**src/rtl/symbol_aligner_if.sv**
```systemverilog
// Raw-word input and aligned-symbol output bundle for symbol_aligner.
// The master drives deserializer words and the slave (the aligner) returns aligned symbols.
interface symbol_aligner_if;
  logic [9:0] data_in;
  logic       data_in_valid;
  logic [9:0] data_out;
  logic       data_out_valid;
  logic       aligned;
  logic [3:0] align_offset;
  logic       realign_pulse;

  modport master (
    output data_in,
    output data_in_valid,
    input  data_out,
    input  data_out_valid,
    input  aligned,
    input  align_offset,
    input  realign_pulse
  );

  modport slave (
    input  data_in,
    input  data_in_valid,
    output data_out,
    output data_out_valid,
    output aligned,
    output align_offset,
    output realign_pulse
  );
endinterface

```
**src/rtl/symbol_aligner.sv**
```systemverilog
// K28.5 comma search over all 10 bit offsets with lock confirmation and loss detection.
// Define SYMBOL_ALIGNER_RDPOS_EN to also accept the RD+ form of K28.5 as a comma.
module symbol_aligner #(
  parameter int unsigned CONFIRM_CNT = 2,
  parameter int unsigned LOSS_CNT    = 4
) (
  input  logic             clk,
  input  logic             rst_n,
  symbol_aligner_if.slave  bus_if
);

  localparam logic [9:0] COMMA_NEG   = 10'b0011111010;
`ifdef SYMBOL_ALIGNER_RDPOS_EN
  localparam logic [9:0] COMMA_POS   = 10'b1100000101;
`endif
  localparam logic [3:0] CONFIRM_LIM = 4'(CONFIRM_CNT);
  localparam logic [3:0] LOSS_LIM    = 4'(LOSS_CNT);

  typedef enum logic [1:0] {
    SEARCH  = 2'd0,
    CONFIRM = 2'd1,
    LOCKED  = 2'd2
  } state_t;

  state_t     state_q;
  logic [9:0] prev_word_q;
  logic [9:0] data_out_q;
  logic       data_out_valid_q;
  logic       aligned_q;
  logic       realign_pulse_q;
  logic [3:0] align_offset_q;
  logic [3:0] cnt_q;
  logic [3:0] miss_cnt_q;

  logic [19:0] win;
  logic [9:0]  cand_arr [10];
  logic [9:0]  hit;
  logic        any_hit;
  logic        hit_cur;
  logic [3:0]  first_k;
  logic [3:0]  cnt_inc;
  logic [3:0]  miss_inc;

  // Bit 19 of the window is the oldest bit on the line.
  assign win = {prev_word_q, bus_if.data_in};

  genvar gi;
  generate
    for (gi = 0; gi < 10; gi++) begin : g_cand
      assign cand_arr[gi] = win[19-gi -: 10];
`ifdef SYMBOL_ALIGNER_RDPOS_EN
      assign hit[gi] = (cand_arr[gi] == COMMA_NEG) || (cand_arr[gi] == COMMA_POS);
`else
      assign hit[gi] = (cand_arr[gi] == COMMA_NEG);
`endif
    end
  endgenerate

  // Descending scan so the lowest hitting offset is the one left in first_k.
  always_comb begin
    first_k = 4'd0;
    for (int k = 9; k >= 0; k--) begin
      if (hit[k]) begin
        first_k = 4'(k);
      end
    end
  end

  assign any_hit  = |hit;
  assign hit_cur  = hit[align_offset_q];
  assign cnt_inc  = (cnt_q == 4'hF) ? cnt_q : cnt_q + 4'd1;
  assign miss_inc = (miss_cnt_q == 4'hF) ? miss_cnt_q : miss_cnt_q + 4'd1;

  always_ff @(posedge clk or negedge rst_n) begin
    if (!rst_n) begin
      state_q          <= SEARCH;
      prev_word_q      <= 10'd0;
      data_out_q       <= 10'd0;
      data_out_valid_q <= 1'b0;
      aligned_q        <= 1'b0;
      realign_pulse_q  <= 1'b0;
      align_offset_q   <= 4'd0;
      cnt_q            <= 4'd0;
      miss_cnt_q       <= 4'd0;
    end else begin
      realign_pulse_q  <= 1'b0;
      data_out_valid_q <= bus_if.data_in_valid;
      if (bus_if.data_in_valid) begin
        data_out_q  <= cand_arr[align_offset_q];
        prev_word_q <= bus_if.data_in;
        case (state_q)
          SEARCH: begin
            if (any_hit) begin
              align_offset_q <= first_k;
              cnt_q          <= 4'd1;
              if (CONFIRM_LIM == 4'd1) begin
                state_q   <= LOCKED;
                aligned_q <= 1'b1;
              end else begin
                state_q <= CONFIRM;
              end
            end
          end
          CONFIRM: begin
            if (hit_cur) begin
              cnt_q <= cnt_inc;
              if (cnt_inc >= CONFIRM_LIM) begin
                state_q   <= LOCKED;
                aligned_q <= 1'b1;
              end
            end else if (any_hit) begin
              align_offset_q <= first_k;
              cnt_q          <= 4'd1;
            end
          end
          LOCKED: begin
            // A comma at the locked offset outranks any foreign comma in the same window.
            if (hit_cur) begin
              miss_cnt_q <= 4'd0;
            end else if (any_hit) begin
              if (miss_inc >= LOSS_LIM) begin
                state_q         <= SEARCH;
                aligned_q       <= 1'b0;
                realign_pulse_q <= 1'b1;
                cnt_q           <= 4'd0;
                miss_cnt_q      <= 4'd0;
              end else begin
                miss_cnt_q <= miss_inc;
              end
            end
          end
          default: state_q <= SEARCH;
        endcase
      end
    end
  end

  assign bus_if.data_out       = data_out_q;
  assign bus_if.data_out_valid = data_out_valid_q;
  assign bus_if.aligned        = aligned_q;
  assign bus_if.align_offset   = align_offset_q;
  assign bus_if.realign_pulse  = realign_pulse_q;

endmodule
```
**src/flat_wrapper.sv**
```systemverilog
// flat-port wrapper written by rule: the top's interface ports become plain ports
module symbol_aligner_flat 
#(
  parameter int unsigned CONFIRM_CNT = 2,
  parameter int unsigned LOSS_CNT    = 4
)
  (clk, rst_n, bus_if_data_in, bus_if_data_in_valid, bus_if_data_out, bus_if_data_out_valid, bus_if_aligned, bus_if_align_offset, bus_if_realign_pulse);
  symbol_aligner_if bus_if_i ();
  input  logic clk;
  input  logic rst_n;
  input wire logic [$bits(bus_if_i.data_in)-1:0] bus_if_data_in;
  input wire logic [$bits(bus_if_i.data_in_valid)-1:0] bus_if_data_in_valid;
  output wire logic [$bits(bus_if_i.data_out)-1:0] bus_if_data_out;
  output wire logic [$bits(bus_if_i.data_out_valid)-1:0] bus_if_data_out_valid;
  output wire logic [$bits(bus_if_i.aligned)-1:0] bus_if_aligned;
  output wire logic [$bits(bus_if_i.align_offset)-1:0] bus_if_align_offset;
  output wire logic [$bits(bus_if_i.realign_pulse)-1:0] bus_if_realign_pulse;
  assign bus_if_i.data_in = bus_if_data_in;
  assign bus_if_i.data_in_valid = bus_if_data_in_valid;
  assign bus_if_data_out = bus_if_i.data_out;
  assign bus_if_data_out_valid = bus_if_i.data_out_valid;
  assign bus_if_aligned = bus_if_i.aligned;
  assign bus_if_align_offset = bus_if_i.align_offset;
  assign bus_if_realign_pulse = bus_if_i.realign_pulse;
  symbol_aligner #(.CONFIRM_CNT(CONFIRM_CNT), .LOSS_CNT(LOSS_CNT)) u_core (.clk(clk), .rst_n(rst_n), .bus_if(bus_if_i));
endmodule
```
**config.mk**
```make
export PLATFORM = sky130hd
export DESIGN_NAME = symbol_aligner_flat
export DESIGN_NICKNAME = d
export VERILOG_FILES = /design/src/rtl/symbol_aligner_if.sv /design/src/rtl/symbol_aligner.sv /design/src/flat_wrapper.sv
export SDC_FILE = /design/constraint.sdc
export NUM_CORES = 1
export LEC_CHECK = 0
export ABC_AREA = 1
export CAP_MARGIN = 20
export CORE_ASPECT_RATIO = 0.8
export CORE_MARGIN = 2
export CORE_UTILIZATION = 47
export CTS_CLUSTER_SIZE = 30
export DETAILED_ROUTE_END_ITERATION = 16
export HOLD_SLACK_MARGIN = 0.15
export MAX_ROUTING_LAYER = met4
export PLACE_DENSITY = 0.7
export SETUP_SLACK_MARGIN = 0.4
export SYNTH_ARGS = -nofsm -noshare
export SYNTH_HDL_FRONTEND = slang
export SYNTH_SLANG_ARGS = --single-unit
```
**constraint.sdc**
```tcl
create_clock -name clk -period 3.4 [get_ports clk]
set_input_delay 0.68 -clock clk [delete_from_list [all_inputs] [get_ports clk]]
set_output_delay 0.68 -clock clk [all_outputs]
set_load 0.005 [all_outputs]
```
Yosys cells after proc, flatten, opt, wreduce, memory -nomap -nowiden --
Index checks and enable logic that the tools add are counted.
Cells by class: reductions and logical operators 11, magnitude comparators 4, equality and inequality tests 21, add/sub/neg operators 2, bitwise gates (word level) 1, mux-type cells 47
Operator list (count):
- $eq A10 B8 Y1 const B | 10
- $mux W4 | 22
- $bmux W10 S4 | 1
- $mux W10 | 2
- $reduce_and A7 Y1 | 2
- $mux W2 | 6
- $pmux W4 S3 | 1
- $mux W1 | 11
- $ne A2 B1 Y1 const B | 5
- $reduce_or A10 Y1 | 1
- $add A4 B1 Y4 const B | 2
- $eq A4 B4 Y1 const B | 2
- $pmux W4 S2 | 1
- $pmux W2 S3 | 1
- $reduce_and A3 Y1 | 2
- $reduce_bool A2 Y1 | 3
- $ge A5 B5 Y1 const B | 1
- $lt A4 B5 Y1 const B | 1
- $not A4 Y5 | 1
- $reduce_and A5 Y1 | 1
- $bmux W1 S4 | 1
- $ge A4 B2 Y1 const B | 1
- $ge A4 B3 Y1 const B | 1
- $ne A2 B2 Y1 const B | 2
- 5 further kinds | 5
Word-level totals: flip-flop bits (word level) 37, output and inout port bits 17, input bits 13

Depth between registers and ports, before layout --
Gate-level depths: netlist (run 1).
depth in word-level cells 14, depth in mapped cells 16

Least setup slack after synthesis (run 1) --
No wires, ideal clock.
path type input -> register, start input bus_if_data_in[9], end register u_core.cnt_q[1], slack 1424 ps, data arrival time 1859 ps, data required time 3283 ps, cell stages on the path 15, cells stage by stage buf_2 inv_1 nand3_1 nor2_1 nand2_1 nand2_1 nor2_1 nand3_2 nor2_2 nor2_4 inv_2 nor2_4 inv_2 nand2_1 nand2_1
Between the ends: word-level cells in the longest chain between the ends 5
RTL lines:
- from (decl) | line flat_wrapper.sv:11 | input wire logic [$bits(bus_if_i.data_in)-1:0] bus_if_data_in;
- $eq A10 B8 Y1 | line symbol_aligner.sv:54 | assign hit[gi] = (cand_arr[gi] == COMMA_NEG);
- $bmux W1 S4 or $reduce_or A10 Y1 (tied branches) | line symbol_aligner.sv:70, symbol_aligner.sv:69
- $mux W1 (implied by the code) or $mux W4 (tied branches)
- $ne A2 B2 Y1 (no source line) or $mux W4 (tied branches)
- $reduce_and A5 Y1 (no source line) or $pmux W4 S3 (tied branches)
- to (signal assigned) | line symbol_aligner.sv:106 | cnt_q <= cnt_inc;
- to (decl) | line symbol_aligner.sv:32 | logic [3:0] cnt_q;
Parallel ways exist; a longest one is shown, timed or not. The select of a mux whose other input is x is not followed. A chain may end at the register's enable or synchronous reset.

Worst setup path after layout (run 1) --
start input bus_if_data_in[8], end register u_core.state_q[1]
Between the ends: word-level cells in the longest chain between the ends 5
RTL lines:
- $eq A10 B8 Y1 | line symbol_aligner.sv:54
- $bmux W1 S4 | line symbol_aligner.sv:70 | assign hit_cur = hit[align_offset_q];
- $mux W1 (implied by the code) | line symbol_aligner.sv:70
- $ne A2 B2 Y1 (no source line) or $ne A2 B1 Y1 (tied branches)
- $reduce_and A7 Y1 (no source line) (*)
- to (signal assigned) | line symbol_aligner.sv:76 | state_q <= SEARCH;
- to (signal assigned) | line symbol_aligner.sv:97 | state_q <= LOCKED;
- to (signal assigned) | line symbol_aligner.sv:100 | state_q <= CONFIRM;
- to (decl) | line symbol_aligner.sv:25 | state_t state_q;
Mark *: on every way between the ends. The rest lies on a longest branch, timed or not. The select of a mux whose other input is x is not followed.

==> metrics.md, run 1 <==
| Metric | Value |
|---|---|
| Die Y | 73.5 um |
| Final count of negative-setup-slack endpoints | 0 |
| Commonest non-fill, non-tap cell in the layout | nand2_1 |
| DRT Wirelength | 7680 um |
| Router iterations before antenna repair | 5 |
| Master of the slowest instance on the critical path | clkdlybuf4s50_1 |
| Hold Vio Cnt, Final | 0 |
| Switching Share | 38.1% |
| Period utilisation layout | around 73% |
| Static Leak | 1.53 nW |
| Crit-path max cell delay | about 0.57 ns |
| Int Pwr | 0.00104 W |
| Register area share after synthesis | 32.6% |
| CTS Buffer Depth | 2 |
| Worst relative slew slack | 41.5% |
| FF+latch count, synth | 37 |
| CTS Buf Count | 5 |
| Sw Pwr | around 0.00064 W |
| Ant. Diodes | 0 |
| Post-Syn Area | around 2800 um^2 |
| Sequential Power Share | 35.1% |
| Row Count | 25 |
| Number of post-CTS setup repair buffers | 0 |
| Root Buffer | clkbuf_8 |
| Yosys warns | 0 |
| CTS tree | built |
| Clock Latency Late Sink | 0.29 ns |
| Pin count of the biggest net entering global routing | 38 |
| Worst endpoint required time | 3.58 ns |
| GRT overflow | 0 |
| Final ANT Viol Nets | 0 |
| Synth Instances | between 400 and 500 |
| # resized after CTS | 0 |
| Pwr dens | 513 nW/um^2 |
| First-pass GRT wire length | about 13000 um |
| Max-cap viol count | 0 |
| Die area | 6680 um^2 |
| Critical path buffer and inverter count | 2 |
| Setup CP Type | in -> reg |
| Initial core utilization | between 40% and 50% |
| Hold_buf cts | 0 |
| Post-DP HPWL | 5850 um |
| Cell mode on critical path | nand3_1 |
| Tmin final | 2.48 ns |
| Port buffer count | 29 |
| Crit path cell chain | clkdlybuf4s50_1 -> inv_1 -> nand2_1 -> nor2_1 -> nand3_1 -> nand3_1 -> nand3_1 -> nand3_2 -> nand2_4 -> o21bai_2 -> nand3_1 -> nand2_1 -> nand2_1 |
| Die width | 90.9 um |
| # nets final | 473 |
| VDD IR max | 0.211 mV |
| Vias per cell | 5.41 |
| Total Power | 0.00168 W |
| Synth Net Count | 451 |
| Most frequent cells in the layout | 105 x nand2_1, 60 x o21ai_0, 50 x nor2_1 |
| CTS H-tree lvls | 2 |
| Total number of vias | 2899 |
| Area delta synth->final | 15.4% |
| Status | completed |
| Final Wtd Congestion | ~0.97 |
| Core Region | just under 6000 um^2 |
| Worst Tran Pin Value | 0.877 ns |
| Layout Skew | 0.00958 ns |
| Synthesized area per cell | 6.57 um^2 |
| RSZ-0062 raised after global routing | false |
| Slew Viols, Final | 0 |
| DRC Markers | 0 |
| Initial DRC count | between 150 and 200 |
| Top delay family on crit path | simple AND/OR/NAND/NOR gates |
| Area after DPL | 3160 um^2 |
| Initial antenna violation count | 0 |
| Worst-path clk slew | 0.07 ns |
| CTS Sinks | 37 |
| Crit start category | input pin |
| Fmax | around 400 MHz |
| Share of cells above drive strength 1 | approximately a tenth |
| WL per Instance | 14.3 um |
| Setup TNS | 0 ns |
| Vias in the first global route | 2650 |
| Clock power share | a little under a quarter |
| Worst Hold Class | reg -> reg |
| Critical path arrival | 2.66 ns |
| Final core occ | between 50 and 60% |
| GR Util All Layers | 25.1% |
| Synth cell types | 35 |
| Gate power share | 41.6% |
| Final Instance Area | between 3000 and 4000 um^2 |
| CP Max Fanout | 8 |
| Num ports | 30 |
| Critical Path End Type | register |
-- path summary, 6_finish.rpt --
check / from / to / slack, ns / cells after the start
setup / recovery: bus_if_data_in[8] / u_core.state_q[1]$_DFFE_PN0P_ / 0.92 / 13
hold / removal: u_core.bus_if.data_out[7]$_DFFE_PN0P_ / u_core.bus_if.data_out[7]$_DFFE_PN0P_ / 0.50 / 2
setup reg to reg: u_core.bus_if.align_offset[1]$_DFFE_PN0P_ / u_core.cnt_q[0]$_DFFE_PN0P_ / 1.26 / 11
hold reg to reg: u_core.bus_if.data_out[7]$_DFFE_PN0P_ / u_core.bus_if.data_out[7]$_DFFE_PN0P_ / 0.50 / 2
max in group asynchronous: rst_n / u_core.bus_if.realign_pulse$_DFF_PN0_ / 2.34 / 1
min in group asynchronous: rst_n / u_core.prev_word_q[7]$_DFFE_PN0P_ / 0.51 / 1
-- final cells by class --
cell class                      count  area [um^2]
Fill cell                         599         2610
Multi-Input combinational cell    328         1640
Sequential cell                    37          926
Timing Repair Buffer               31          300
Inverter                           51          191
Tap cell                           81          101
Clock buffer                        7         86.3
Clock inverter                      1         30.0
-- routing by layer --
metal	track usage, %	up-vias	wire, um
li1	-	1456	-
met2	36.9	88	3280
met4	9.09	0	191
met3	4.72	13	443
met5	-	-	0
met1	34.9	1342	3760
-- stage by stage --
step	hold slack, ns	worst slack, ns	cells
5_1_grt	0.534	0.647	536
3_5_place_dp	0.481	0.637	528
2_1_floorplan	0.384	1.42	432
4_1_cts	0.503	0.940	536
3_3_place_gp	0.478	0.658	528
6_report	0.498	0.921	536
-- power groups by stage --
stage / clock network (W) / registers, W / logic, W
3_3_place_gp: 0 / 0.000596 / 0.000685
2_1_floorplan: 0 / 0.000580 / 0.000497
3_5_place_dp: 0 / 0.000598 / 0.000691
4_1_cts: 0.000401 / 0.000590 / 0.000698
6_report: 0.000392 / 0.000589 / 0.000698
5_1_grt: 0.000422 / 0.000601 / 0.000790
-- tightest hold or removal path, delay by kind of cell, from the launching register on --
| kind | cells | cell delay [ns] |
|---|---|---|
| compound gates | 1 | 0.06 |
| simple gates | 1 | 0.05 |
| flops | 1 | 0.35 |
-- kinds of logic after synthesis --
group / Yosys count / share of synthesized area, %
compound gates: 99 / 19.0
fa+ha+maj: 6 / 2.65
buf+inv: 67 / 9.62
flops: 37 / 32.6
simple gates: 223 / 36.1
-- synth_stat cells (all sizes together) --
cell type / count / area, um^2
o221ai: 2 / 17.5
nand4: 8 / 50.1
buf: 10 / 57.6
or2: 4 / 25.0
nor2: 56 / 235
nand3b: 1 / 7.51
nand3: 33 / 185
o22ai: 1 / 6.26
nor3b: 2 / 15.0
clkbuf: 6 / 23.8
o21bai: 1 / 11.3
o211ai: 1 / 7.51
a21oi: 27 / 139
dfrtp: 37 / 926
a22oi: 3 / 22.5
o21ai: 63 / 327
o31ai: 1 / 7.51
inv: 50 / 188
ha: 6 / 75.1
nor3: 4 / 30.0
nand2: 115 / 477
clkinv: 1 / 3.75
-- registers in the layout (all words and copies together) (netlist names) --
register / flops
u_core.bus_if.realign_pulse: 1
u_core.prev_word_q: 10
u_core.bus_if.align_offset: 4
u_core.cnt_q: 4
u_core.miss_cnt_q: 4
u_core.bus_if.data_out: 10
u_core.state_q: 2
u_core.bus_if.data_out_valid: 1
u_core.bus_if.aligned: 1
Power figures use the tool's default switching activity.
==> run 2, diff against run 1 <==
- clock period: 3.4 -> 2.6 ns (I/O delays scaled with it)
==> run 2 against run 1 <==
  * Final cell count increased by 0.56%
  * Global-route usage grew 0.69 points
  * Via count fell by 0.41%
  * Clock skew decreased by 0.0018 ns
  * Sequential power is 32% higher
  * Largest cell class unchanged
  * Highest routed layer unchanged
==> metrics.md, run 2 (synthesis gave the netlist of run 1 again) <==
| Metric | Value |
|---|---|
| Most frequent cells in the layout | 103 x nand2_1, 59 x o21ai_0, 44 x inv_1, 44 x nor2_1, 37 x dfrtp_1 |
| Share of cells above drive strength 1 | 13.1% (+3.0 points) |
| Static Leak | 1.58 nW (+3.5%) |
| Crit. path cell count | 1 (-12) |
| Final Wtd Congestion | 0.967 (-0.24%) |
| GR Util All Layers | 25.8% (+0.69 points) |
| WL per Instance | 14.2 um (-0.65%) |
| Filler cells | 605 (+1.0%) |
| Ant. Diodes | 0 (unchanged) |
| Area delta synth->final | 17.4% |
| Master of the slowest instance on the critical path | dfrtp_1 |
| Router iterations before antenna repair | 6 (+1) |
| DRC Markers | 0 (unchanged) |
| Vias in the first global route | 2664 (+0.53%) |
| Top delay family on crit path | flip-flops |
| GRT overflow | 0 (unchanged) |
| Critical path buffer and inverter count | 1 (-1) |
| Initial core utilization | 48.2% (unchanged) |
| Tmin final | 2.06 ns |
| Cells on worst reg2reg path | 10 (-1) |
| Fmax | 486 MHz |
| # nets final | 476 (+0.63%) |
| First-pass GRT wire length | 13100 um (+2.0%) |
| CTS Buf Count | 5 (unchanged) |
| Hold Vio Cnt, Final | 0 (unchanged) |
| Area after DPL | 3170 um^2 (+0.48%) |
| Post-DP HPWL | 5850 um (about the same) |
| CTS tree | built |
| Placed Cells | 530 (+0.38%) |
| Worst relative slew slack | 45.0% (+3.4 points) |
| FF/Latch Area | 926 um^2 (unchanged) |
| Max-cap viol count | 0 (unchanged) |
| Die area | 6680 um^2 (unchanged) |
| Crit-path max cell delay | 0.65 ns (+0.08 ns) |
| Pin count of the biggest net entering global routing | 39 (+2.6%) |
| CTS Sinks | 37 (unchanged) |
| Crit start category | register |
| Total number of vias | 2887 (-0.41%) |
| VDD IR max | 0.299 mV (+41%) |
| CTS H-tree lvls | 2 (unchanged) |
| Critical Path End Type | output pin |
| Worst endpoint required time | 2.08 ns (-1.50 ns) |
| DRT Wirelength | 7670 um (about the same) |
| Status | completed |
| Num ports | 30 (unchanged) |
| Root Buffer | clkbuf_8 |
| Total Power | 0.00224 W (+33%) |
| Row Count | 25 (unchanged) |
| Initial DRC count | 287 (+60%) |
| Vias per cell | 5.36 (-0.97%) |
| Post-route insts no fill | 539 (+0.56%) |
| Clock Latency Late Sink | 0.30 ns (about the same) |
| Worst Tran Pin Value | 0.825 ns (-0.0513 ns) |
| Layout Skew | 0.00781 ns (-0.00177 ns) |
| Final Instance Area | 3330 um^2 (+1.7%) |
| Initial antenna violation count | 0 (unchanged) |
| Critical path arrival | 1.54 ns (-1.12 ns) |
| CP Max Fanout | 16 (+8) |
| Core Region | 5880 um^2 (unchanged) |
| Setup TNS | 0 ns (unchanged) |
| Crit path cell chain | clkdlybuf4s50_1 |
| Setup CP Type | reg -> out |
| Die width | 90.9 um (unchanged) |
| Pwr dens | 673 nW/um^2 (+31%) |
| Multi-input gate area | 1660 um^2 (+1.5%) |
| Hold_buf cts | 0 (unchanged) |
| CTS Buffer Depth | 2 (unchanged) |
| Final count of negative-setup-slack endpoints | 0 (unchanged) |
| Worst Hold Class | in -> async |
| Period utilisation layout | between 70% and 80% |
| RSZ-0062 raised after global routing | true |
| Slew Viols, Final | 0 (unchanged) |
| Worst-path clk slew | 0.07 ns (about the same) |
| Final ANT Viol Nets | 0 (unchanged) |
| Commonest non-fill, non-tap cell in the layout | nand2_1 |
| Die Y | 73.5 um (unchanged) |
| Port buffer count | 29 (unchanged) |
==> run 2: cell count changes in the layout (fill, tap and decap cells not counted), moves of 2 or more <==
cell,before,now
clkdlybuf4s50_1,28,20
nor2_1,50,44
nor2_2,4,10
dlymetal6s2s_1,0,4
buf_4,2,5
dlygate4sd2_1,0,3
nand2_1,105,103
nand2_2,6,8
==> run 2: metal layers <==
layer  vias up  GRT usage (%)  part of all wire [%]
met5         -              -                     0
met4         0           7.58                   2.4
met3        15           5.03                   5.8
met2        98           38.6                    43
met1      1314           35.9                    49
li1       1460              -                     -
==> run 2: path summary, 6_finish.rpt <==
path                                                           start                               endpoint  slack, ns
max                        u_core.bus_if.align_offset[2]$_DFFE_PN0P_                 bus_if_align_offset[2]       0.54
min                                                            rst_n      u_core.prev_word_q[1]$_DFFE_PN0P_       0.30
max reg2reg                         u_core.miss_cnt_q[0]$_DFFE_PN0P_            u_core.cnt_q[2]$_DFFE_PN0P_       0.57
min reg2reg                    u_core.bus_if.data_out[7]$_DFFE_PN0P_  u_core.bus_if.data_out[7]$_DFFE_PN0P_       0.50
max in group asynchronous                                      rst_n      u_core.prev_word_q[4]$_DFFE_PN0P_       1.76
min in group clk               u_core.bus_if.data_out[7]$_DFFE_PN0P_  u_core.bus_if.data_out[7]$_DFFE_PN0P_       0.50
==> run 2: where the power goes <==
part / internal [W] / switching, W
Clock: 0.000312 / 0.000219
Sequential: 0.000677 / 0.0000988
Combinational: 0.000380 / 0.000554
==> run 2: timing repair <==
item	in CTS	in global routing
buffers inserted	0	1
pin swaps	0	7
endpoints found under the hold margin	0	0
resized for setup	5	15
endpoints found under the setup margin	13	16
==> run 2: area by class of cell <==
cell class                 count  area share [%]
clock inverter                 2            1.13
clock buffer                   6            2.48
timing repair buffer          34            9.88
tap                           81            3.04
multi-input combinational    328            49.9
inverter                      51            5.75
sequential                    37            27.8
==> run 2: metrics by stage <==
stage / setup WS (ns) / utilization, % / hold slack [ns]
floorplan: 0.784 / - / 0.224
global placement: 0.0417 / 53.9 / 0.477
detailed placement: 0.0142 / 53.9 / 0.482
CTS: 0.422 / 55.9 / 0.359
global route: 0.393 / 56.6 / 0.409
finish: 0.541 / 56.6 / 0.303
